--- config.mk ---
export PLATFORM = sky130hd
export DESIGN_NAME = timer_control_flat
export DESIGN_NICKNAME = d
export VERILOG_FILES = /design/src/rtl/timer_control_if.sv /design/src/rtl/timer_control.sv /design/src/flat_wrapper.sv
export SDC_FILE = /design/constraint.sdc
export NUM_CORES = 1
export LEC_CHECK = 0
export ABC_AREA = 1
export CORE_MARGIN = 3
export CORE_UTILIZATION = 35
export CTS_CLUSTER_DIAMETER = 120
export DETAILED_ROUTE_END_ITERATION = 12
export SYNTH_ARGS = -nofsm -noshare
export SYNTH_HDL_FRONTEND = slang
export SYNTH_SLANG_ARGS = --single-unit
export TNS_END_PERCENT = 10
--- constraint.sdc ---
create_clock -name clock -period 2.25 [get_ports clock]
set_input_delay 0.225 -clock clock [delete_from_list [all_inputs] [get_ports clock]]
set_output_delay 0.225 -clock clock [all_outputs]
set_load 0.005 [all_outputs]
--- src/rtl/timer_control_if.sv ---
// timer_control_if: command, status and digit-chain strobe bundle for the down-timer controller
interface timer_control_if;
  logic       start;
  logic       stop;
  logic       clear;
  logic       load;
  logic       timer_zero;
  logic       enable;
  logic       loadn;
  logic       cnt_clrn;
  logic       running;
  logic       paused;
  logic       done;
  logic [1:0] state;
  modport master (output start, stop, clear, load, timer_zero,
                  input enable, loadn, cnt_clrn, running, paused, done, state);
  modport slave (input start, stop, clear, load, timer_zero,
                 output enable, loadn, cnt_clrn, running, paused, done, state);
endinterface

--- src/rtl/timer_control.sv ---
// timer_control: run/pause/stop controller driving the mm:ss digit chain
// with a once-per-TICK_DIV count tick, load/clear strobes and expiry detection.
module timer_control #(
  parameter int TICK_DIV = 50_000_000
) (
  input logic             clock,
  input logic             clrn,
  timer_control_if.slave  bus
);
  localparam int PW = (TICK_DIV > 2) ? $clog2(TICK_DIV) : 1;
  typedef enum logic [1:0] {IDLE, RUN, PAUSE, DONE} state_t;
  state_t          state_q, state_d;
  logic [3:0]      samp_q, prev_q;
  logic [PW-1:0]   pre_q, pre_d;
  logic            enable_q, enable_d, loadn_q, loadn_d, clr_q, clr_d;
  logic [3:0]      evt;
  logic            ev_clr, ev_stp, ev_sta, ev_ld, wrap;
  // command bits ordered by priority: {clear, stop, start, load}
  assign evt    = samp_q & ~prev_q;
  assign ev_clr = evt[3];
  assign ev_stp = evt[2] & ~evt[3];
  assign ev_sta = evt[1] & ~|evt[3:2];
  assign ev_ld  = evt[0] & ~|evt[3:1];
  assign wrap   = pre_q == PW'(TICK_DIV - 1);
  always_comb begin
    state_d = state_q;
    loadn_d = 1'b1;
    clr_d   = 1'b1;
    case (state_q)
      IDLE: begin
        if (ev_sta && !bus.timer_zero) state_d = RUN;
        loadn_d = ~ev_ld;
        clr_d   = ~ev_clr;
      end
      RUN: begin
        if (ev_clr) begin
          state_d = IDLE;
          clr_d   = 1'b0;
        end else if (bus.timer_zero) state_d = DONE;
        else if (ev_stp) state_d = PAUSE;
      end
      PAUSE: begin
        if (ev_clr || ev_stp) begin
          state_d = IDLE;
          clr_d   = 1'b0;
        end else if (ev_sta) state_d = RUN;
      end
      default: begin
        state_d = (ev_clr || ev_ld) ? IDLE : DONE;
        clr_d   = ~ev_clr;
        loadn_d = ~ev_ld;
      end
    endcase
  end
  // the prescaler keeps its phase across PAUSE and only restarts from IDLE/DONE
  always_comb begin
    pre_d    = (state_d == IDLE || state_d == DONE) ? '0 :
               (state_q != RUN) ? pre_q :
               wrap ? '0 : pre_q + PW'(1);
    enable_d = (state_q == RUN) && (state_d == RUN) && wrap;
  end
  always_ff @(posedge clock or negedge clrn) begin
    if (!clrn) begin
      state_q  <= IDLE;
      samp_q   <= '0;
      prev_q   <= '0;
      pre_q    <= '0;
      enable_q <= 1'b0;
      loadn_q  <= 1'b1;
      clr_q    <= 1'b1;
    end else begin
      state_q  <= state_d;
      samp_q   <= {bus.clear, bus.stop, bus.start, bus.load};
      prev_q   <= samp_q;
      pre_q    <= pre_d;
      enable_q <= enable_d;
      loadn_q  <= loadn_d;
      clr_q    <= clr_d;
    end
  end
  assign bus.enable   = enable_q;
  assign bus.loadn    = loadn_q;
  assign bus.cnt_clrn = clr_q;
  assign bus.running  = state_q == RUN;
  assign bus.paused   = state_q == PAUSE;
  assign bus.done     = state_q == DONE;
  assign bus.state    = state_q;
endmodule

--- src/flat_wrapper.sv ---
// flat-port wrapper written by rule: the top's interface ports become plain ports
module timer_control_flat 
#(
  parameter int TICK_DIV = 50_000_000
)
  (clock, clrn, bus_start, bus_stop, bus_clear, bus_load, bus_timer_zero, bus_enable, bus_loadn, bus_cnt_clrn, bus_running, bus_paused, bus_done, bus_state);
  timer_control_if bus_i ();
  input logic clock;
  input logic clrn;
  input wire logic [$bits(bus_i.start)-1:0] bus_start;
  input wire logic [$bits(bus_i.stop)-1:0] bus_stop;
  input wire logic [$bits(bus_i.clear)-1:0] bus_clear;
  input wire logic [$bits(bus_i.load)-1:0] bus_load;
  input wire logic [$bits(bus_i.timer_zero)-1:0] bus_timer_zero;
  output wire logic [$bits(bus_i.enable)-1:0] bus_enable;
  output wire logic [$bits(bus_i.loadn)-1:0] bus_loadn;
  output wire logic [$bits(bus_i.cnt_clrn)-1:0] bus_cnt_clrn;
  output wire logic [$bits(bus_i.running)-1:0] bus_running;
  output wire logic [$bits(bus_i.paused)-1:0] bus_paused;
  output wire logic [$bits(bus_i.done)-1:0] bus_done;
  output wire logic [$bits(bus_i.state)-1:0] bus_state;
  assign bus_i.start = bus_start;
  assign bus_i.stop = bus_stop;
  assign bus_i.clear = bus_clear;
  assign bus_i.load = bus_load;
  assign bus_i.timer_zero = bus_timer_zero;
  assign bus_enable = bus_i.enable;
  assign bus_loadn = bus_i.loadn;
  assign bus_cnt_clrn = bus_i.cnt_clrn;
  assign bus_running = bus_i.running;
  assign bus_paused = bus_i.paused;
  assign bus_done = bus_i.done;
  assign bus_state = bus_i.state;
  timer_control #(.TICK_DIV(TICK_DIV)) u_core (.clock(clock), .clrn(clrn), .bus(bus_i));
endmodule
# Yosys cells after proc, flatten, opt, wreduce, memory -nomap -nowiden
# Index checks and enable logic that the tools add are counted.
# op_classes
n_addsub	1
mul	0
div	0
n_lt_le_gt_ge	0
eq_ne	8
shift	0
n_mux	15
bitwise	7
reduce_logical	14
# op_table
operator	n
$mux 26	3
$add 26x1->26 const B	1
$eq 26x26->1 const B	1
$mux 2	7
$eq 2x2->1 const B	3
$pmux 2 s3	1
$and 4x4->4	1
$eq 2x1->1 const B	2
$logic_not 2->1	2
$ne 2x1->1 const B	2
$not 4->4	1
$reduce_or 2->1	2
$and 1x1->1	3
$logic_and 1x1->1	3
$logic_not 1->1	3
$logic_or 1x1->1	3
$mux 1	3
$reduce_or 3->1	1
$not 1->1	2
$pmux 1 s2	1
# totals
register_bits	39
latch_bits	0
ramBits	0
mem_bits_ro	0
output_inout_bits	8
elab_cells	52
n_memories	0

# Depth between registers and ports, before layout
# logic_depth
ltp_word	11
ltp_mapped	19
ltp_nobuf	18

# Worst setup path before layout
# Ideal clock, no wire load.
# synth_timing
path_kind	flip-flop to flip-flop
startpoint	register u_core.state_q[1], in the netlist u_core.bus.state[1]
endpoint	register u_core.pre_q[14]
setup_ns	0.118
arrival_ns	2.343
setup_slack_ns	-0.212
stages_incl_launch_ff	16
n_path_buf	2
period_less_slack_ns	2.462
path_cell_list	dfrtp_1 > inv_1 > ha_1 > inv_1 > nor2_1 > nand2_1 > a21oi_1 > a21oi_1 > ha_1 > inv_1 > nand2_1 > buf_4 > buf_2 > nand2_1 > xor2_1 > nor2_1
# synth_lines
item	line	rtl
from (decl)	timer_control.sv:12	state_t state_q, state_d;
from (signal assigned)	timer_control.sv:72	state_q <= state_d;
$eq 2x1->1 *	-	
via bus_running	flat_wrapper.sv:18	output wire logic [$bits(bus_i.running)-1:0] bus_running;
$pmux 2 s3 *	timer_control.sv:29	case (state_q)
$eq 2x2->1 / $logic_not 2->1 (equally long branches)	timer_control.sv:57	pre_d = (state_d == IDLE || state_d == DONE) ? '0 :
$logic_or 1x1->1 *	timer_control.sv:57	
$ne 2x1->1 (no source line) / $mux 26 (equally long branches)	-	
to (signal assigned)	timer_control.sv:75	pre_q <= pre_d;
to (decl)	timer_control.sv:14	logic [PW-1:0] pre_q, pre_d;
# The timed path passes the listed nets; every way through them passes the cells marked *.
# A chain may end at the register's enable or synchronous reset.

# Worst setup path after layout
# layout_timing
startpoint	register u_core.state_q[0], in the netlist u_core.bus.state[0]
endpoint	register u_core.pre_q[14]
# layout_via
elab_chain_cells	7
# layout_rtl
item	line	rtl
$mux 2	timer_control.sv:40	else if (ev_stp) state_d = PAUSE;
$mux 2	timer_control.sv:39	end else if (bus.timer_zero) state_d = DONE;
$mux 2	timer_control.sv:36	if (ev_clr) begin
$pmux 2 s3	timer_control.sv:29	
$eq 2x2->1 / $logic_not 2->1 (equally long branches)	timer_control.sv:57	
$logic_or 1x1->1	timer_control.sv:57	
$ne 2x1->1 (no source line) / $mux 26 (equally long branches)	-	
# Parallel ways exist; a longest one is shown, timed or not.

==> impl_results.md <==
- Pins Over Slew Limit: 0
- Final sum of negative setup slack: -0.1892 ns
- Initial antenna violation count: 0
- Fraction of the core area covered by cells at the end of the flow: 49.63%
- Maximum resistive drop on vdd: around 0.8 mV
- Area taken by multi-input logic gates: approximately 0.0012 mm²
- Number of library cell types mapped by synthesis: 22
- Fraction of layout instances using a drive strength above 1: between 20% and 30%
- Reg2Reg Setup Slack: -0.05 ns
- Proportion of power drawn by flip-flops and latches: 23.4%
- Synthesis-to-finish area growth: 33.15%
- Via count of the routed design: 2072
- Violated checks: setup timing
- GRT met3 Usage: under 10%
- Total power density per cell area: 1129 mW/mm²
- Final antenna-violating net count: 0
- Wire length of the first global-routing pass: about 9200 µm
- I/O Buffers: 14
- Internal power component: 2154 µW
- Max Buffers Root-to-Sink: 2
- Max-cap violation count: 0
- Clock group share of total power: 17.8%
- Maximum clock frequency: between 400 and 500 MHz
- Die Footprint: around 0.0075 mm²
- Clock transition at path regs: roughly 0.080 ns
- Later-pin clock latency in the skew report: roughly 0.30 ns
- Gate power share: between 50% and 60%
- Critical path required time: approximately 2.4 ns
- HPWL after detailed placement: roughly 3900 µm
- Cell area after technology mapping: approximately 0.0023 mm²
- Gr usage total: approximately 16%
- Cell Rows: 28
- Critical path endpoint category: flip-flop
- Syn Area/Cell: a little over 7 µm²
- RD Place Congestion: around 0.94
- Syn Inst Count: 314
- CTS tree: yes
- Unrepaired setup endpoints after global routing: true
- # H-tree levels: 2
- NetSw: ~1300 µW
- Fraction of the yosys area taken by sequential cells: approximately 43%
- Max FO, Critical Path: 8
- Grt total ovfl: 0
- Setup WS post-layout: -0.05384 ns
- Crit Path Class: reg2reg
- Detail-routed net length per standard cell: about 12 µm
- Worst max-slew margin expressed relative to the limit: a little under three fifths
- Count of endpoints failing hold in the final timing report: 0
- Clock Skews: between 0.006 and 0.007 ns
- Maximum number of pins on one net before global-route repair: 28
- Mean number of vias per cell: between 4 and 5
- Met1 Usage GRT: approximately a fifth
- Die boundary height: approximately 87 µm
- Sequential cell area in the final layout: roughly 980 µm²
- CP startpoint kind: flip-flop
- Portion of the clock cycle consumed by the worst path in the final layout: 102.4%
- Static Leak: 0.001263 µW
- Antenna diode count: 0
- TritonCTS sink count: 39
- Final setup violating endpoints: 5
- Top Usage Layer GRT: met2
- Proportion of total power due to net switching: between 30% and 40%
- Data arrival, critical path: roughly 2.5 ns
- Core Box Area: 0.006096 mm²
- CTS root buf: sky130_fd_sc_hd__clkbuf_8
- Min-delay worst type: in2reg
- Die outline width: 86.57 µm
- Global routing met2 resource utilization: between 20% and 30%
- Synth warnings: 0
- Starting density of the core: between 30% and 40%
- Run status: complete, but fails checks
- Number of violations reported at the end of detailed-routing iteration 0: about 130
- Count of pins on the block boundary: 15
- Number of fill cells: roughly 600
- Via count of the first global-routing pass: just over 2k
- Leading cell types in the layout, fill and taps excluded: 78 x sky130_fd_sc_hd__nand2_1, 58 x sky130_fd_sc_hd__nor2_1, 38 x sky130_fd_sc_hd__inv_1, 36 x sky130_fd_sc_hd__dfrtp_1, 28 x sky130_fd_sc_hd__buf_4
- Clock buffer count from CTS: 5
- Remaining DRCs: 0
- Routed wire length: 5294 µm
- Minimum period implied by the final worst setup slack: 2.304 ns
- Least-Margin Pin Slew: ~0.65 ns
- Synthesis-stage register bit count: 39
- Number of optimization iterations in the first detailed-route pass: 4
- Most frequent standard cell in the layout excluding fill and tap cells: sky130_fd_sc_hd__nand2_1
- NumNets Final: about 380
- Number of nets produced by synthesis: 327
-- per-stage QoR --
stage	hold WS, ns	setup WS [ns]	instances	total power [µW]	instance area [µm²]
final	0.3597	-0.05384	439	3416	3025
after global routing	0.3428	-0.2117	439	3633	3025
after CTS	0.3526	-0.004198	434	3028	2882
after detailed placement	0.2812	-0.2025	423	2087	2669
after global placement	0.2836	-0.08634	423	2077	2669
after floorplan	-0.07059	0.002699	314	1643	2295
-- metal layers --
layer  routed length [µm]  vias to the layer above  part of all wire (%)
li1                     -                     1073                     -
met1                 2443                      944                    46
met2                 2491                       46                    47
met3                  256                        9                   4.8
met4                  102                        0                   1.9
met5                    0                        -                     0
-- layout make-up --
cell class / instances / share of cell area, %
repair buffers: 47 / 14.52
flip-flops and latches: 39 / 32.38
clock inverters: 2 / 1.158
multi-input cells: 226 / 40.57
inverters: 44 / 5.542
well taps: 75 / 3.102
clock buffers: 6 / 2.730
-- critical path, cell delays in order, from the launching register on --
cell,delay (ns)
sky130_fd_sc_hd__dfrtp_2,0.44
sky130_fd_sc_hd__inv_2,0.06
sky130_fd_sc_hd__buf_6,0.12
sky130_fd_sc_hd__ha_4,0.15
sky130_fd_sc_hd__a21oi_2,0.13
sky130_fd_sc_hd__nand2_1,0.09
sky130_fd_sc_hd__a21oi_2,0.21
sky130_fd_sc_hd__ha_4,0.24
sky130_fd_sc_hd__inv_4,0.07
sky130_fd_sc_hd__nand2_8,0.07
sky130_fd_sc_hd__buf_4,0.14
sky130_fd_sc_hd__clkbuf_16,0.14
sky130_fd_sc_hd__nand2_2,0.06
sky130_fd_sc_hd__xor2_1,0.16
sky130_fd_sc_hd__nor2_1,0.05
-- cells in the mapped netlist --
cell type                   count  area, µm²
sky130_fd_sc_hd__a21oi_1        6      30.03
sky130_fd_sc_hd__a2bb2oi_1      1      8.760
sky130_fd_sc_hd__buf_2          2      10.01
sky130_fd_sc_hd__buf_4          1      7.510
sky130_fd_sc_hd__buf_6          2      22.52
sky130_fd_sc_hd__dfrtp_1       37      925.9
sky130_fd_sc_hd__dfstp_2        2      52.55
sky130_fd_sc_hd__ha_1           6      75.07
sky130_fd_sc_hd__inv_1         44      165.2
sky130_fd_sc_hd__nand2_1       83      311.6
sky130_fd_sc_hd__nand2_2        3      18.77
sky130_fd_sc_hd__nand3_1       17      85.08
sky130_fd_sc_hd__nand3_2        1      10.01
sky130_fd_sc_hd__nand4_1       12      75.07
sky130_fd_sc_hd__nor2_1        65      244.0
sky130_fd_sc_hd__nor2_2         6      37.54
sky130_fd_sc_hd__nor2_4         2      22.52
sky130_fd_sc_hd__nor3_1         2      10.01
sky130_fd_sc_hd__nor4_1         1      6.260
sky130_fd_sc_hd__o21ai_0       10      50.05
sky130_fd_sc_hd__o21ai_4        1      16.27
sky130_fd_sc_hd__xor2_1        10      87.58
-- worst paths after layout --
path / start / to / depth (start not counted)
min in group asynchronous: clrn / u_core.pre_q[1] / 2
min reg2reg: u_core.samp_q[2] / u_core.prev_q[2] / 0
max in group asynchronous: clrn / u_core.pre_q[24] / 3
max: u_core.bus.state[0] / u_core.pre_q[14] / 14
min: bus_clear / u_core.samp_q[3] / 1
max reg2reg: u_core.bus.state[0] / u_core.pre_q[14] / 14
-- flip-flops by register name (all words and copies together), names as in the netlist --
name                 flops
u_core.bus.loadn         1
u_core.pre_q            26
u_core.bus.cnt_clrn      1
u_core.samp_q            4
u_core.prev_q            4
u_core.bus.enable        1
u_core.bus.state         2
-- power by group through the flow --
| stage | sequential [µW] | clock [µW] | combinational (µW) |
|---|---|---|---|
| global placement | 810 | 0 | 1270 |
| detailed placement | 810 | 0 | 1280 |
| finish | 798 | 609 | 2010 |
| floorplan | 804 | 0 | 839 |
| global route | 806 | 665 | 2160 |
| CTS | 799 | 625 | 1600 |
-- logic make-up (layout without fill, tap and decap cells) --
family | Yosys count | in the layout | synth area share (%)
adder cells (fa/ha/maj) | 6 | 6 | 3.304
AND/OR/NAND/NOR | 192 | 192 | 36.12
XOR/XNOR | 10 | 10 | 3.854
flip-flops | 39 | 39 | 43.06
buffers and inverters | 49 | 99 | 9.031
AO/OA/AOI/OAI | 18 | 18 | 4.626
-- timing repair --
item | 4_1_cts | 5_1_grt
endpoints found under the setup margin | 23 | 24
hold endpoints to repair | 24 | 0
pin swaps | 2 | 16
setup buffers | 1 | 4
cloned | 1 | 1
resized for setup | 14 | 27
hold buffers | 1 | 0
Note: power is estimated with default switching activity, not from simulation.
